File: src/rtl/nibble_add_seq.sv
// Multi-nibble add sequencer: streams W-bit operands through an external 4-bit adder,
// least significant nibble first, with the carry chained through a register.
//
// state | meaning
// IDLE  | waiting for an operand pair
// RUN   | one nibble per clock through add4
// DONE  | result held until the consumer takes it
module nibble_add_seq #(
    parameter int NIBBLES = 4
) (
    input  logic                 clk,
    input  logic                 rst_n,
    input  logic                 in_valid,
    output logic                 in_ready,
    input  logic [4*NIBBLES-1:0] in_a,
    input  logic [4*NIBBLES-1:0] in_b,
    input  logic                 in_ci,
    output logic [3:0]           add_a,
    output logic [3:0]           add_b,
    output logic                 add_ci,
    input  logic [3:0]           add_sum,
    input  logic                 add_co,
    output logic                 out_valid,
    input  logic                 out_ready,
    output logic [4*NIBBLES-1:0] out_sum,
    output logic                 out_co,
    output logic                 out_ovf,
    output logic                 busy
);

    localparam int W  = 4 * NIBBLES;
    localparam int IW = (NIBBLES > 1) ? $clog2(NIBBLES) : 1;
    localparam logic [IW-1:0] LAST = IW'(NIBBLES - 1);

    typedef enum logic [1:0] {IDLE, RUN, DONE} state_t;

    state_t          state, state_nxt;
    logic [W-1:0]    a_reg, b_reg, result;
    logic            carry_reg;
    logic [IW-1:0]   idx;
    logic [IW+1:0]   base;
    logic            accept;
    logic            last;

    assign base   = {idx, 2'b00};
    assign last   = (idx == LAST);
    assign accept = in_valid & in_ready;

    always_ff @(posedge clk or negedge rst_n) begin
        if (!rst_n) state <= IDLE;
        else        state <= state_nxt;
    end

    always_comb begin
        state_nxt = state;
        case (state)
            IDLE:    if (in_valid) state_nxt = RUN;
            RUN:     if (last) state_nxt = DONE;
            DONE:    if (out_ready) state_nxt = in_valid ? RUN : IDLE;
            default: state_nxt = IDLE;
        endcase
    end

    // Adder inputs come only from registers so the ripple path starts at a flop.
    always_comb begin
        in_ready  = 1'b0;
        out_valid = 1'b0;
        busy      = 1'b0;
        add_a     = 4'h0;
        add_b     = 4'h0;
        add_ci    = 1'b0;
        case (state)
            IDLE: in_ready = 1'b1;
            RUN: begin
                busy   = 1'b1;
                add_a  = a_reg[base +: 4];
                add_b  = b_reg[base +: 4];
                add_ci = carry_reg;
            end
            DONE: begin
                out_valid = 1'b1;
                in_ready  = out_ready;
            end
            default: ;
        endcase
    end

    always_ff @(posedge clk or negedge rst_n) begin
        if (!rst_n) begin
            a_reg     <= '0;
            b_reg     <= '0;
            carry_reg <= 1'b0;
            idx       <= '0;
            result    <= '0;
            out_co    <= 1'b0;
            out_ovf   <= 1'b0;
        end else if (accept) begin
            a_reg     <= in_a;
            b_reg     <= in_b;
            carry_reg <= in_ci;
            idx       <= '0;
        end else if (state == RUN) begin
            result[base +: 4] <= add_sum;
            carry_reg         <= add_co;
            if (last) begin
                out_co  <= add_co;
                out_ovf <= (a_reg[W-1] == b_reg[W-1]) & (add_sum[3] != a_reg[W-1]);
            end else begin
                idx <= idx + 1'b1;
            end
        end
    end

    assign out_sum = result;

endmodule

File: config.mk
export PLATFORM = sky130hd
export DESIGN_NAME = nibble_add_seq
export DESIGN_NICKNAME = d
export VERILOG_FILES = /design/src/rtl/nibble_add_seq.sv
export SDC_FILE = /design/constraint.sdc
export NUM_CORES = 1
export LEC_CHECK = 0
export CAP_MARGIN = 20
export CORE_AREA = 4 4 99 101
export CTS_CLUSTER_SIZE = 20
export DETAILED_ROUTE_END_ITERATION = 16
export DIE_AREA = 0 0 103 105
export DONT_BUFFER_PORTS = 1
export SYNTH_ARGS = -nofsm -noshare
export SYNTH_HDL_FRONTEND = slang
export SYNTH_SLANG_ARGS = --single-unit
File: constraint.sdc
create_clock -name clk -period 1.8 [get_ports clk]
set_input_delay 0.18 -clock clk [delete_from_list [all_inputs] [get_ports clk]]
set_output_delay 0.18 -clock clk [all_outputs]
set_load 0.02 [all_outputs]
==> qor.csv, run 1 <==
stage,metric,value,unit
floorplan,die_h,105,um
drt,detail-route-antenna-nets,0,
clock_tree,cts.clk_slew.worst_paths,90,ps
place,gp_congestion,0.774,
drt,finalWirelength,5.88,mm
critical_path,crit_path_max_incr_delay,500,ps
synthesis,syn_inst,185,
critical_path,path_max_fanout,6,
job,drv_cap,0,
sta,setup_violations,0,
critical_path,end_kind,output pin,
cells_and_area,regArea,1380,sq um
sta,drv_slew,0,
cells_and_area,multi_input_area,1180,sq um
synthesis,seq_area_frac_synth,0.524,
place,place_hpwl,4.26,mm
critical_path,cp.required,1620,ps
floorplan,die-area,10800,sq um
global_routing,gr-usage-all-layers,0.111,
sta,worst_slew_pin_slew,431,ps
global_routing,overflow,0,
global_routing,grt.busiest_layer,met2,
drt,vias_per_cell,4.69,
global_routing,antenna_found_initial,0,
synthesis,synth_area_leaders,"dfrtp_1 52%, mux2_4 15%, mux4_2 6.9%",
synthesis,netlist_area,2630,sq um
synthesis,synth-edff-count,0,
clock_tree,worstSkewPairLatency,300,ps
place,dp_slack,145,ps
global_routing,grtUsageMet2,0.177,
pwr,p_leak,0.00139,uW
global_routing,first_global_vias,1644,
global_routing,grt_max_degree,56,
critical_path,crit_arrival,1580,ps
drt,wl_per_cell,17.8,um
synthesis,yosysWarningCount,0,
status,status,finished clean,
sta,rsz0062_at_grt,yes,
floorplan,start_util,0.291,
cells_and_area,drive_above_1_share,0.342,
cells_and_area,syn_to_final_growth,21.4,%
synthesis,ys_seq_elements,55,
global_routing,grtUsageMet3,0.0434,
critical_path,crit_chain,buf_6 > mux4_2 > and2_4,
clock_tree,clk_path_buf_depth,2,
sta,layout_worst_path_cycle_share,0.980,
sta,finalWorstSetupSlack,36.2,ps
cells_and_area,nNetsFinal,266,
synthesis,synth_top_area_frac,0.524,
critical_path,critPathSlowestCell,mux4_2,
clock_tree,htree_levels,2,
sta,finalHoldViolations,0,
global_routing,grt_pass1_wl,9.22,mm
sta,timing.fmax,567,MHz
pwr,power_density,1880,nW/um^2
pwr,worst_ir_drop_vdd,0.736,mV
synthesis,synthMostInstantiatedCell,dfrtp_1,
clock_tree,cts_tree,yes,
sta,fin_worst_skew,2.69,ps
synthesis,yosysTopAreaCell,dfrtp_1,
floorplan,core_area,9020,sq um
sta,fin_tns_setup,0,ps
synthesis,synthFlopType,dfrtp_1,
clock_tree,ctsRootBufferMaster,clkbuf_8,
drt,first_iter_violations,25,
cells_and_area,num-fill-cells,883,
sta,fin_crit,1760,ps
global_routing,met1_usage,0.143,
floorplan,dieWidth,103,um
synthesis,syn_area_per_cell,14.2,sq um
drt,drc,0,
synthesis,async_flop_share,1.00,
clock_tree,cts_sinks,55,
hold_path,hold_class,in2reg,
cells_and_area,antennaDiodeCount,0,
drt,drtPass1Iterations,4,
critical_path,path_class,reg2out,
sta,relSlewSlack,0.712,
clock_tree,tritoncts.num_buffers,5,
drt,vias,1547,
critical_path,cp-start-kind,register,
synthesis,yosysUniqueCellTypes,30,
synthesis,synthTopCellsByCount,"55 x dfrtp_1, 26 x mux2_4, 16 x nand2_1",
floorplan,io_pins,72,
synthesis,synth.net_count,232,
floorplan,core.rowCount,35,
place,port_buffers,0,
sta,hold_ws,18.2,ps
-- kinds of logic (layout without fill, tap and decap cells) --
family / count (synthesis) / count (layout) / synth area share
muxes: 41 / 41 / 0.247
adders and majority gates: 5 / 5 / 0.0238
AOI/OAI and AO/OA: 23 / 23 / 0.0633
xor gates and xnor gates: 1 / 1 / 0.00333
and+or+nand+nor: 46 / 46 / 0.101
DFF: 55 / 55 / 0.524
buffers and inverters: 14 / 48 / 0.0371
-- cells in the final DEF (no fill, tap or decap), drive strengths merged, types with 3 or more instances in the layout --
master / synthesis / final
nand2b: 7 / 7
nor2: 3 / 3
nand3b: 4 / 4
dlygate4sd3: 0 / 23
o31ai: 13 / 13
mux4: 8 / 8
ha: 5 / 5
inv: 5 / 4
and2: 9 / 9
buf: 6 / 13
a22o: 4 / 4
dfrtp: 55 / 55
clkbuf: 3 / 6
mux2: 33 / 33
nand2: 16 / 16
o21ai: 3 / 3
-- worst paths after layout --
check                         start         end  slack, ps  cells after the start
setup / recovery             idx[0]    add_a[3]         40                      3
hold / removal             in_b[15]   b_reg[15]         20                      1
setup reg to reg             idx[0]  out_sum[1]         80                      6
hold reg to reg            b_reg[3]    b_reg[3]        510                      1
max in group asynchronous     rst_n    b_reg[6]       1150                      2
min in group asynchronous     rst_n  out_sum[1]        410                      2
-- critical path, delay by kind of cell, from the launching register on --
kind          cells  cell delay [ps]
flops             1              410
simple gates      1              200
buf+inv           1              170
mux               1              500
-- layer usage --
metal / wire [um] / up-vias
met4: 29 / 0
met3: 392 / 5
met2: 2920 / 45
met5: 0 / -
met1: 2530 / 774
li1: - / 723
-- what timing repair did --
| item | in CTS | in global routing |
|---|---|---|
| hold buffers | 5 | 19 |
| gates resized for setup | 14 | 6 |
| setup buffers | 2 | 0 |
| pin swaps | 0 | 0 |
| hold endpoints to repair | 58 | 19 |
| setup endpoints to repair | 8 | 8 |
-- through the flow --
step	std cells	cell area [sq um]	util	power, uW
final	330	3190	0.354	5990
after global routing	330	3190	0.354	6400
after floorplan	185	2630	-	4420
after global placement	297	2780	0.308	4930
after detailed placement	297	2780	0.308	4970
after CTS	311	2990	0.332	6010
-- where the power goes --
| part | total [uW] | internal (uW) | switching (uW) |
|---|---|---|---|
| clock network | 797 | 409 | 388 |
| registers | 2430 | 1820 | 612 |
| logic | 2770 | 1520 | 1240 |
-- area by class of cell --
class,instances,share of cell area
clock inverters,1,0.00942
multi-input cells,116,0.370
flip-flops and latches,55,0.432
well taps,111,0.0435
inverters,5,0.00706
clock buffers,6,0.0228
repair buffers,36,0.115
Power figures use the tool's default switching activity.
==> run 2, diff against run 1 <==
HOLD_SLACK_MARGIN = 0.06   (was default)
RECOVER_POWER = 100   (was default)
==> qor.csv, run 2 (synthesis results as in run 1) <==
stage,metric,value,unit,change
cells_and_area,syn_to_final_growth,23.4,%,
hold_path,holdPathEnd,out_ovf,,
global_routing,overflow,0,,unchanged
cells_and_area,stdcell_count,347,,+5.2%
drt,vias,1614,,+4.3%
pwr,worst_ir_drop_vdd,0.662,mV,-10%
global_routing,gr-usage-all-layers,0.118,,+0.00663
global_routing,grt_max_degree,56,,unchanged
drt,vias_per_cell,4.65,,-0.78%
floorplan,core_area,9020,sq um,unchanged
floorplan,die_h,105,um,unchanged
floorplan,io_pins,72,,unchanged
sta,timing.fmax,566,MHz,-0.16%
pwr,p_leak,0.00138,uW,-0.96%
drt,finalWirelength,6.04,mm,+2.8%
critical_path,path_max_fanout,6,,unchanged
global_routing,grt_pass1_wl,9.85,mm,+6.9%
clock_tree,clk_path_buf_depth,2,,unchanged
sta,worst_slew_pin_slew,767,ps,+336 ps
cells_and_area,drive_above_1_share,0.220,,-0.122
sta,fin_worst_skew,4.85,ps,+2.16 ps
sta,layout_worst_path_cycle_share,0.981,,+0.00159
critical_path,crit_path_max_incr_delay,510,ps,about the same
sta,setup_violations,0,,unchanged
drt,wl_per_cell,17.4,um,-2.2%
critical_path,reg2reg_from,idx[0],,
drt,drc,0,,unchanged
hold_path,min_from,add_sum[3],,
drt,first_iter_violations,38,,+52%
hold_path,min_path_cells,2,,+1
critical_path,end_kind,output pin,,
critical_path,rr_worst_depth,6,,unchanged
cells_and_area,mostFrequentLayoutCells,"55 x dfrtp_1, 40 x dlygate4sd3_1, 22 x mux2_1, 16 x nand2_1, 13 x o31ai_1",,
critical_path,crit_chain,buf_6 > mux4_2 > and2_4,,
critical_path,worstReg2RegEnd,out_sum[1],,
place,gp_congestion,0.774,,unchanged
sta,fin_crit,1770,ps,+2.87 ps
sta,fin_tns_setup,0,ps,unchanged
cells_and_area,antennaDiodeCount,0,,unchanged
floorplan,die-area,10800,sq um,unchanged
critical_path,cp-start-kind,register,,
clock_tree,cts.clk_slew.worst_paths,100,ps,about the same
cells_and_area,fin_util,0.360,,+0.00596
place,port_buffers,0,,unchanged
sta,rsz0062_at_grt,yes,,
place,place_hpwl,4.26,mm,unchanged
clock_tree,cts_tree,yes,,
place,placed_cells,297,,unchanged
job,drv_cap,0,,unchanged
global_routing,first_global_vias,1809,,+10%
sta,drv_slew,0,,unchanged
cells_and_area,nNetsFinal,283,,+6.4%
pwr,power_density,1770,nW/um^2,-5.9%
critical_path,crit_arrival,1590,ps,about the same
clock_tree,worstSkewPairLatency,300,ps,about the same
sta,hold_ws,73.8,ps,+55.6 ps
sta,relSlewSlack,0.489,,-0.224
critical_path,path_class,reg2out,,
hold_path,hold_class,in2reg,,
clock_tree,ctsRootBufferMaster,clkbuf_8,,
floorplan,start_util,0.291,,unchanged
clock_tree,htree_levels,2,,unchanged
critical_path,cp.required,1620,ps,about the same
status,status,finished clean,,
critical_path,rrSetupSlack,80,ps,about the same
sta,finalHoldViolations,0,,unchanged
clock_tree,cts_sinks,55,,unchanged
cells_and_area,layout_commonest_cell,dfrtp_1,,
clock_tree,tritoncts.num_buffers,5,,unchanged
critical_path,critPathSlowestCell,mux4_2,,
global_routing,antenna_found_initial,0,,unchanged
drt,drtPass1Iterations,4,,unchanged
floorplan,core.rowCount,35,,unchanged
drt,detail-route-antenna-nets,0,,unchanged
floorplan,dieWidth,103,um,unchanged
[run 2: worst max-delay path, delay by kind of cell, from the launching register on]
family | cells | cell delay (ps)
flops | 1 | 410
buf+inv | 1 | 170
mux | 1 | 510
simple gates | 1 | 200
[run 2: routing by layer]
layer | wire length (um) | GRT usage | up-vias | part of all wire
met5 | 0 | 0 | - | 0
met4 | 29 | 0.0231 | 0 | 0.0048
met3 | 341 | 0.0334 | 5 | 0.056
met2 | 3080 | 0.198 | 45 | 0.51
met1 | 2590 | 0.150 | 804 | 0.43
li1 | - | - | 760 | -
[run 2: worst max path at each step]
stage,from,to,slack [ps],depth (start not counted)
after floorplan,idx[0],out_sum[0],50,5
after global placement,state[0],a_reg[6],150,4
after detailed placement,state[0],a_reg[4],150,4
after CTS,idx[0],add_b[0],-20,3
after global routing,idx[0],add_a[3],-50,3
final,idx[0],add_a[3],30,3
[run 2: where the power goes]
group,switching [uW],leakage [uW],internal [uW]
Combinational,1230,0.000645,1290
Clock,392,0.0000513,409
Sequential,596,0.000681,1820
Total,2220,0.00138,3510
[run 2: layout make-up]
class                           instances  area, sq um
Fill cell                             893         5780
Sequential cell                        55         1380
Multi-Input combinational cell        116         1100
Timing Repair Buffer                   53          507
Tap cell                              111          139
Clock buffer                            6         72.6
Clock inverter                          1         30.0
Inverter                                5         22.5
[run 2: per-stage QoR]
stage | power [uW] | setup slack [ps] | cell area [sq um]
3_3_place_gp | 4930 | 145 | 2780
5_1_grt | 6150 | -53.7 | 3240
4_1_cts | 6070 | -24.5 | 3350
6_report | 5730 | 33.4 | 3240
3_5_place_dp | 4970 | 145 | 2780
2_1_floorplan | 4420 | 51.4 | 2630
[run 2: timing repair]
action                                 4_1_cts  5_1_grt
setup endpoints to repair                    8        9
endpoints found under the hold margin       94        0
resized for setup                           14        7
hold buffers                                41        0
setup buffers                                2        0
